===== config.mk =====
export PLATFORM = sky130hd
export DESIGN_NAME = cpack_dict_decoder_flat
export DESIGN_NICKNAME = d
export VERILOG_FILES = /design/src/rtl/cpack_pkg.sv /design/src/rtl/cpack_dict_decoder_if.sv /design/src/rtl/cpack_dict_regfile.sv /design/src/rtl/cpack_dict_decoder.sv /design/src/flat_wrapper.sv
export SDC_FILE = /design/constraint.sdc
export NUM_CORES = 1
export LEC_CHECK = 0
export CORE_UTILIZATION = 65
export CTS_CLUSTER_SIZE = 28
export DETAILED_ROUTE_END_ITERATION = 10
export PLACE_DENSITY = 0.82
export SKIP_CTS_REPAIR_TIMING = 1
export SLEW_MARGIN = 20
export SYNTH_ARGS = -nofsm -noshare
export SYNTH_HDL_FRONTEND = slang
export SYNTH_SLANG_ARGS = --single-unit

===== constraint.sdc =====
create_clock -name i_clk -period 6.15 [get_ports i_clk]
set_clock_uncertainty 0.2 [all_clocks]
set_input_delay 0.615 -clock i_clk [delete_from_list [all_inputs] [get_ports i_clk]]
set_output_delay 0.615 -clock i_clk [all_outputs]
set_load 0.03 [all_outputs]

===== src/rtl/cpack_pkg.sv =====
// rtl/cpack_pkg.sv - code types and helpers shared by the cpack compressor and decoder
package cpack_pkg;

    localparam int CPACK_WORD_W = 32;

    typedef enum logic [2:0] {
        ZZZZ = 3'd0,
        XXXX = 3'd1,
        MMMM = 3'd2,
        MMXX = 3'd3,
        ZZZX = 3'd4,
        MMMX = 3'd5
    } cpack_code_e;

    // Codes carrying a non-trivial literal become new dictionary entries
    function automatic logic code_pushes(input logic [2:0] code);
        return (code == XXXX) || (code == MMXX) || (code == MMMX);
    endfunction

    function automatic logic code_is_match(input logic [2:0] code);
        return (code == MMMM) || (code == MMXX) || (code == MMMX);
    endfunction

endpackage


===== src/rtl/cpack_dict_decoder_if.sv =====
// rtl/cpack_dict_decoder_if.sv - code input and word output handshakes of the dictionary decoder
interface cpack_dict_decoder_if #(
    parameter int DATA_WIDTH = 32,
    parameter int IDX_W      = 4
);
    logic                  i_valid;
    logic                  o_ready;
    logic [2:0]            i_code;
    logic [IDX_W-1:0]      i_idx;
    logic [DATA_WIDTH-1:0] i_lit;
    logic                  o_valid;
    logic                  i_ready;
    logic [DATA_WIDTH-1:0] o_data;
    logic                  o_wrap;

    modport slave (
        input  i_valid, i_code, i_idx, i_lit, i_ready,
        output o_ready, o_valid, o_data, o_wrap
    );

    modport master (
        output i_valid, i_code, i_idx, i_lit, i_ready,
        input  o_ready, o_valid, o_data, o_wrap
    );
endinterface


===== src/rtl/cpack_dict_regfile.sv =====
// rtl/cpack_dict_regfile.sv - dictionary storage, one synchronous write port and one combinational read port
module cpack_dict_regfile #(
    parameter int DATA_WIDTH   = 32,
    parameter int DICT_ENTRIES = 16,
    parameter int IDX_W        = $clog2(DICT_ENTRIES)
) (
    input  logic                  i_clk,
    input  logic                  we,
    input  logic [IDX_W-1:0]      waddr,
    input  logic [DATA_WIDTH-1:0] wdata,
    input  logic [IDX_W-1:0]      raddr,
    output logic [DATA_WIDTH-1:0] rdata
);
    // No reset: a legal stream never reads an entry before writing it
    logic [DATA_WIDTH-1:0] mem [DICT_ENTRIES];

    always_ff @(posedge i_clk) begin
        if (we) begin
            mem[waddr] <= wdata;
        end
    end

    assign rdata = mem[raddr];
endmodule


===== src/rtl/cpack_dict_decoder.sv =====
// rtl/cpack_dict_decoder.sv - FIFO-dictionary word reconstruction; CPACK_DICT_CHK_EN adds sticky o_err
module cpack_dict_decoder
    import cpack_pkg::*;
#(
    parameter int DATA_WIDTH   = CPACK_WORD_W,
    parameter int DICT_ENTRIES = 16,
    parameter int IDX_W        = $clog2(DICT_ENTRIES)
) (
    input  logic i_clk,
    input  logic i_reset,
    input  logic i_flush,
    cpack_dict_decoder_if.slave bus
`ifdef CPACK_DICT_CHK_EN
    ,
    output logic o_err
`endif
);
    logic                  accept;
    logic                  push_en;
    logic [DATA_WIDTH-1:0] dict_rd;
    logic [DATA_WIDTH-1:0] word;
    logic [IDX_W-1:0]      wr_ptr;
    logic                  valid_q;
    logic [DATA_WIDTH-1:0] data_q;
    logic                  wrap_q;

    assign bus.o_ready = !valid_q || bus.i_ready;
    assign bus.o_valid = valid_q;
    assign bus.o_data  = data_q;
    assign bus.o_wrap  = wrap_q;

    assign accept  = bus.i_valid && bus.o_ready;
    // A flush in the same cycle drops the push so both sides restart from entry 0
    assign push_en = accept && code_pushes(bus.i_code) && !i_flush;

    cpack_dict_regfile #(
        .DATA_WIDTH  (DATA_WIDTH),
        .DICT_ENTRIES(DICT_ENTRIES),
        .IDX_W       (IDX_W)
    ) u_regfile (
        .i_clk (i_clk),
        .we    (push_en),
        .waddr (wr_ptr),
        .wdata (word),
        .raddr (bus.i_idx),
        .rdata (dict_rd)
    );

    always_comb begin
        word = '0;
        case (bus.i_code)
            ZZZZ:    word = '0;
            XXXX:    word = bus.i_lit;
            MMMM:    word = dict_rd;
            MMXX:    word = {dict_rd[31:16], bus.i_lit[15:0]};
            ZZZX:    word = DATA_WIDTH'(bus.i_lit[7:0]);
            MMMX:    word = {dict_rd[31:8], bus.i_lit[7:0]};
            default: word = '0;
        endcase
    end

    always_ff @(posedge i_clk or posedge i_reset) begin
        if (i_reset) begin
            valid_q <= 1'b0;
            data_q  <= '0;
            wrap_q  <= 1'b0;
            wr_ptr  <= '0;
        end else begin
            wrap_q <= push_en && (wr_ptr == IDX_W'(DICT_ENTRIES - 1));
            if (accept) begin
                valid_q <= 1'b1;
                data_q  <= word;
            end else if (bus.i_ready) begin
                valid_q <= 1'b0;
            end
            if (i_flush) begin
                wr_ptr <= '0;
            end else if (push_en) begin
                wr_ptr <= wr_ptr + 1'b1;
            end
        end
    end

`ifdef CPACK_DICT_CHK_EN
    logic [IDX_W:0] fill_cnt;

    always_ff @(posedge i_clk or posedge i_reset) begin
        if (i_reset) begin
            fill_cnt <= '0;
            o_err    <= 1'b0;
        end else if (i_flush) begin
            fill_cnt <= '0;
            o_err    <= 1'b0;
        end else begin
            if (push_en && (fill_cnt != (IDX_W+1)'(DICT_ENTRIES))) begin
                fill_cnt <= fill_cnt + 1'b1;
            end
            if (accept && code_is_match(bus.i_code) && ({1'b0, bus.i_idx} >= fill_cnt)) begin
                o_err <= 1'b1;
            end
        end
    end
`endif
endmodule

===== src/flat_wrapper.sv =====
// flat-port wrapper written by rule: the top's interface ports become plain ports
module cpack_dict_decoder_flat import cpack_pkg::*;
#(
    parameter int DATA_WIDTH   = CPACK_WORD_W,
    parameter int DICT_ENTRIES = 16,
    parameter int IDX_W        = $clog2(DICT_ENTRIES)
)
  (i_clk, i_reset, i_flush, bus_i_valid, bus_i_code, bus_i_idx, bus_i_lit, bus_i_ready, bus_o_ready, bus_o_valid, bus_o_data, bus_o_wrap);
  cpack_dict_decoder_if #(.DATA_WIDTH(DATA_WIDTH), .IDX_W(IDX_W)) bus_i ();
  input  logic i_clk;
  input  logic i_reset;
  input  logic i_flush;
  input wire logic [$bits(bus_i.i_valid)-1:0] bus_i_valid;
  input wire logic [$bits(bus_i.i_code)-1:0] bus_i_code;
  input wire logic [$bits(bus_i.i_idx)-1:0] bus_i_idx;
  input wire logic [$bits(bus_i.i_lit)-1:0] bus_i_lit;
  input wire logic [$bits(bus_i.i_ready)-1:0] bus_i_ready;
  output wire logic [$bits(bus_i.o_ready)-1:0] bus_o_ready;
  output wire logic [$bits(bus_i.o_valid)-1:0] bus_o_valid;
  output wire logic [$bits(bus_i.o_data)-1:0] bus_o_data;
  output wire logic [$bits(bus_i.o_wrap)-1:0] bus_o_wrap;
  assign bus_i.i_valid = bus_i_valid;
  assign bus_i.i_code = bus_i_code;
  assign bus_i.i_idx = bus_i_idx;
  assign bus_i.i_lit = bus_i_lit;
  assign bus_i.i_ready = bus_i_ready;
  assign bus_o_ready = bus_i.o_ready;
  assign bus_o_valid = bus_i.o_valid;
  assign bus_o_data = bus_i.o_data;
  assign bus_o_wrap = bus_i.o_wrap;
  cpack_dict_decoder #(.DATA_WIDTH(DATA_WIDTH), .DICT_ENTRIES(DICT_ENTRIES), .IDX_W(IDX_W)) u_core (.i_clk(i_clk), .i_reset(i_reset), .i_flush(i_flush), .bus(bus_i));
endmodule

=== Yosys cells after proc, flatten, opt, wreduce, memory -nomap -nowiden ===
Memory sizes are Yosys's and may differ from the RTL's.
Cells that the tools add are included.

* Register bits after elaboration: 38
* Bits in latches: 0
* RAM bits: 512
* ROM bits: 0
* Input port bits: 44
* Word-level logic and storage cells: 30
* Memories kept: 1

{| class="wikitable"
|+ Memory list
! name !! depth !! width !! read ports !! clocked after Yosys merged registers in !! write ports !! RTL line !! RTL
|-
| u_core.u_regfile.mem || 16 || 32 || 1 || 0 || 1 || cpack_dict_regfile.sv:15 || <nowiki>logic [DATA_WIDTH-1:0] mem [DICT_ENTRIES];</nowiki>
|}

* $add $sub $neg: 1
* Multipliers: 0
* Divide/modulo/power cells: 0
* Magnitude comparators: 0
* Equality and inequality tests: 6
* Shift-type cells: 0
* Muxes and demuxes: 7
* Bitwise gates (word level): 0
* Reduce and logical (&&, ||, !) cells: 11

{| class="wikitable"
|+ Operator list
! operator !! count
|-
| 32-bit case mux with 5 select lines || 1
|-
| 4-bit 2-to-1 mux || 2
|-
| 3-bit by 2-bit == test with 1-bit output, second input constant || 2
|-
| 3-bit == test, second input constant || 2
|-
| 4-bit by 1-bit adder with 4-bit output, second input constant || 1
|-
| 4-bit == test, second input constant || 1
|-
| 1-bit logical AND || 4
|-
| 1-bit 2-to-1 mux || 4
|-
| 2-bit nonzero test || 2
|-
| 3-bit by 1-bit == test with 1-bit output, second input constant || 1
|-
| 1-bit logical OR || 3
|-
| 1-bit logical NOT || 2
|}

=== Depth between registers and ports, before layout ===
* Depth after elaboration: 7
* Gate-level depth with buffers: 8

=== Cells and area by module ===
Synthesis repeated with hierarchy kept, for this count alone.

* Cell total of the unflattened synthesis: 1,054
* Area total of the unflattened synthesis: 21,818.4 sq um

{| class="wikitable"
|+ By module, submodules not included
! module !! instances !! cells an instance !! area an instance (sq um) !! seq. area each (sq um)
|-
| cpack_dict_regfile || 1 || 806 || 19,213.4 || 15,374.7
|-
| cpack_dict_decoder || 1 || 248 || 2,605.0 || 950.9
|}

=== Worst setup path before layout ===
No wires, ideal clock.

* Path kind: input to register
* Start: input port bus_i_code[2]
* End: memory u_core.u_regfile.mem[0][0], enable pin
* Setup time: 0.461 ns
* Arrival: 3.700 ns
* Required time: 5.489 ns
* Slack: 1.789 ns
* Cell stages on the path: 5
* Cell sequence: buf_2 -> a21boi_1 -> nor4b_2 -> nand2_1 -> nor3_1

* Cells in the longest elaborated chain, start to end: 7
* Elaborated cells between the ends (all ways): 9
* Those cells by class: 3 x eq/ne; 2 x mux; 4 x reduce/logical

{| class="wikitable"
|+ Ends and longest elaborated chain
! item !! RTL line !! RTL
|-
| start, declared || flat_wrapper.sv:14 || <nowiki>input wire logic [$bits(bus_i.i_code)-1:0] bus_i_code;</nowiki>
|-
| 3-bit by 1-bit == test with 1-bit output / 3-bit by 2-bit == test with 1-bit output (equally long branches) || cpack_pkg.sv:17 || <nowiki>return (code == XXXX) || (code == MMXX) || (code == MMMX);</nowiki>
|-
| 1-bit logical OR || cpack_pkg.sv:17 ||
|-
| 1-bit logical OR (*) || cpack_pkg.sv:17 ||
|-
| 1-bit logical AND (*) (2 in a row) || cpack_dict_decoder.sv:34 || <nowiki>assign push_en = accept && code_pushes(bus.i_code) && !i_flush;</nowiki>
|-
| 1-bit 2-to-1 mux (*) || cpack_dict_regfile.sv:18 || <nowiki>if (we) begin</nowiki>
|-
| 1-bit 2-to-1 mux (implied by the code) (*) || cpack_dict_regfile.sv:19 || <nowiki>mem[waddr] <= wdata;</nowiki>
|-
| end, declared || cpack_dict_regfile.sv:15 ||
|}

Mark *: on every way between the ends. The rest lies on a longest branch, timed or not.

=== Worst setup path in the final report ===
* Start: input port bus_i_code[2]
* End: memory u_core.u_regfile.mem[0][26], data pin

* Cells in the longest elaborated chain, start to end: 2
* Elaborated cells between the ends (all ways): 6
* Those cells by class: 5 x eq/ne; 1 x mux

{| class="wikitable"
|+ Ends and longest elaborated chain
! item !! RTL line !! RTL
|-
| 3-bit == test, or another cell as far along || cpack_dict_decoder.sv:51 || <nowiki>case (bus.i_code)</nowiki>
|-
| 32-bit case mux with 5 select lines (*) || cpack_dict_decoder.sv:51 ||
|-
| net u_core.u_regfile.wdata[26] || cpack_dict_regfile.sv:10 || <nowiki>input logic [DATA_WIDTH-1:0] wdata,</nowiki>
|}

The timed path passes the listed nets; every way through them passes the cells marked *.

==> metrics.txt <==
first-pass GRT wire length 75.2 mm; most common cell after layout, fill and taps aside edfxtp_1; max cap viols 0; WL/cell 28.5 µm; Die W 185 µm; Final ANT Viol Nets 0; LEAKAGE 0.00852 µW; Antenna diodes 0; Core Area 32,800 µm²; clock latency on the worst-skew pair 0.56 ns; type of the worst setup path in -> reg; clk root buf clkbuf_16; clock slew seen by the registers of the worst setup and hold paths 0.07 ns; asr flop ratio synth 6.91%; required time of the critical path 6.24 ns; Worst-Margin Slew 1.03 ns; clock network power share 39.3%; initial core utilization 66.6%; synthesized instance count 1,220; Post-synth EDFFs 512; Area growth syn-to-layout 14.2%; Max rail drop VDD 0.237 mV; status complete, no violations; TritonCTS clock tree yes; average size of a mapped cell 17.9 µm²; I/O pin count 79; register area share after synthesis 74.7%; Power Dens Cells 316 nW/µm²; PnR worst setup slack 2.59 ns; YS warnings 0; critical path capture point type flop; WP data arrival 3.66 ns; f_max 281 MHz; TritonCTS Buffers 51; Synth cell types 44; layout cells sized above 1 13.4%; path depth of the worst reg2reg path 5; Final period util 57.9%; RSZ-0062 raised after global routing no; Post-Synthesis Cell Area 21,800 µm²; Reg power frac 53.3%; # port buffers 78; Die ar. 34,300 µm²; wire length on met2 25.6 mm; vias in the first global route 12,400; most frequent cells in the layout edfxtp_1, mux2i_1, a22oi_1, clkdlybuf4s50_1, nand2_1; Final Setup Violations 0; critical path launch point type input pin; Worst slew margin 31.3%; total grt overflow 0; final worst path period need 3.56 ns; GRT Util Overall 30.7%; height of the die 185 µm; Synth Flop Type edfxtp_1; Detailed Routing Iterations Pass 1 5; Setup TNS 0 ns; final wirelength 51.1 mm; Int Power 6170 µW; syn nets 1,268; largest net degree at the start of global routing 79; Clock Path Buffers 3; DR top layer met4; pre-CTS setup slack 2.16 ns; Synth Register Bits 550; Vias 12,200; drt drc 0; M1 wire length 18.8 mm; detailed placement HPWL 28.1 mm; FP Rows 66; CTS Sinks 550; logic gate share of total power 7.4%; drt via density 6.79; Slew Viols, Final 0; switching share of power 21.7%; Starting DRT DRC Count 1,634; CP Max Fanout 27; CTS H-Tree Depth 2; met3 wire length 4.64 mm; P_sw 1710 µW; final count of hold timing violations 0; Nets 1,355; initial antenna violation count 0; GP Congestion 0.774; HP Class in -> async
## per-stage QoR
step / hold slack (ns) / util (%) / total power (µW) / instance area [µm²] / instances
after CTS: 0.332 / 76.1 / 7880 / 24900 / 1790
after global placement: 0.343 / 70.4 / 4830 / 23100 / 1687
final: 0.309 / 76.1 / 7890 / 24900 / 1790
after floorplan: 0.350 / - / 4630 / 21800 / 1220
after global routing: 0.374 / 76.1 / 8080 / 24900 / 1790
after detailed placement: 0.344 / 71.1 / 4850 / 23300 / 1696
## Yosys cell counts (all sizes together) (2+ instances only)
| cell type | instances | share of area [%] |
|---|---|---|
| mux2i | 154 | 7.1 |
| inv | 5 | 0.086 |
| a22oi | 75 | 2.6 |
| a21oi | 3 | 0.069 |
| o211ai | 48 | 1.6 |
| a31oi | 31 | 0.89 |
| a21boi | 2 | 0.069 |
| edfxtp | 512 | 70 |
| nor2b | 10 | 0.29 |
| mux4 | 52 | 5.6 |
| ha | 4 | 0.23 |
| o21ba | 2 | 0.092 |
| nand2b | 2 | 0.057 |
| nand2 | 63 | 1.1 |
| a32oi | 7 | 0.28 |
| dfrtp | 38 | 4.4 |
| clkbuf | 27 | 0.47 |
| nand3 | 34 | 0.78 |
| buf | 54 | 1.6 |
| nor2 | 50 | 0.86 |
| and3 | 24 | 0.69 |
| a31o | 2 | 0.080 |
| nor3 | 4 | 0.092 |
| nor3b | 2 | 0.11 |
| and2 | 4 | 0.11 |
## flip-flops by register name (all words and copies together) (netlist names)
signal                count
u_core.u_regfile.mem    512
u_core.bus.o_data        32
u_core.wr_ptr             4
u_core.bus.o_valid        1
u_core.bus.o_wrap         1
## cell families after synthesis
family / Yosys count / synth area share [%]
flip-flops: 550 / 74.7
adder cells (fa/ha/maj): 4 / 0.229
AO/OA/AOI/OAI: 173 / 5.81
AND/OR/NAND/NOR: 198 / 4.27
buffers and inverters: 86 / 2.15
multiplexers: 207 / 12.7
XOR/XNOR: 2 / 0.0802
## path summary, 6_finish.rpt
path,start,end,slack (ns)
worst max-delay path,bus_i_code[2],u_core.u_regfile.mem[0][26],2.59
worst min-delay path,i_reset,u_core.wr_ptr[2],0.31
worst max register to register,u_core.bus.o_valid,u_core.u_regfile.mem[5][20],3.24
worst min register to register,u_core.bus.o_data[27],u_core.bus.o_data[27],0.35
max in group asynchronous,i_reset,u_core.bus.o_data[12],5.00
min in group i_clk,u_core.bus.o_data[27],u_core.bus.o_data[27],0.35
## per-layer routing
| layer | global-route usage, % | up-vias |
|---|---|---|
| li1 | - | 5091 |
| met1 | 41.1 | 6101 |
| met2 | 51.0 | 807 |
| met3 | 4.09 | 157 |
| met4 | 13.6 | 0 |
| met5 | 0 | - |
## worst max-delay path: stages
cell,delay [ns]
clkdlybuf4s50_1,0.65
and3b_2,0.67
buf_4,0.42
o21ba_2,0.59
nand3_1,0.24
nand2_1,0.44
## power groups by stage
stage	sequential [µW]	clock, µW	combinational [µW]
floorplan	4340	0	291
global placement	4280	0	555
detailed placement	4280	0	572
CTS	4200	3100	577
global route	4210	3260	614
finish	4200	3100	583
## cell type report
class                   instances  area, µm²
flip-flops and latches        550      16300
fillers                      1768       7850
multi-input cells             584       5190
clock buffers                  79       1490
repair buffers                115       1210
well taps                     442        553
clock inverters                15        146
inverters                       5       21.3
No activity file was read; power rests on OpenSTA's default activity.
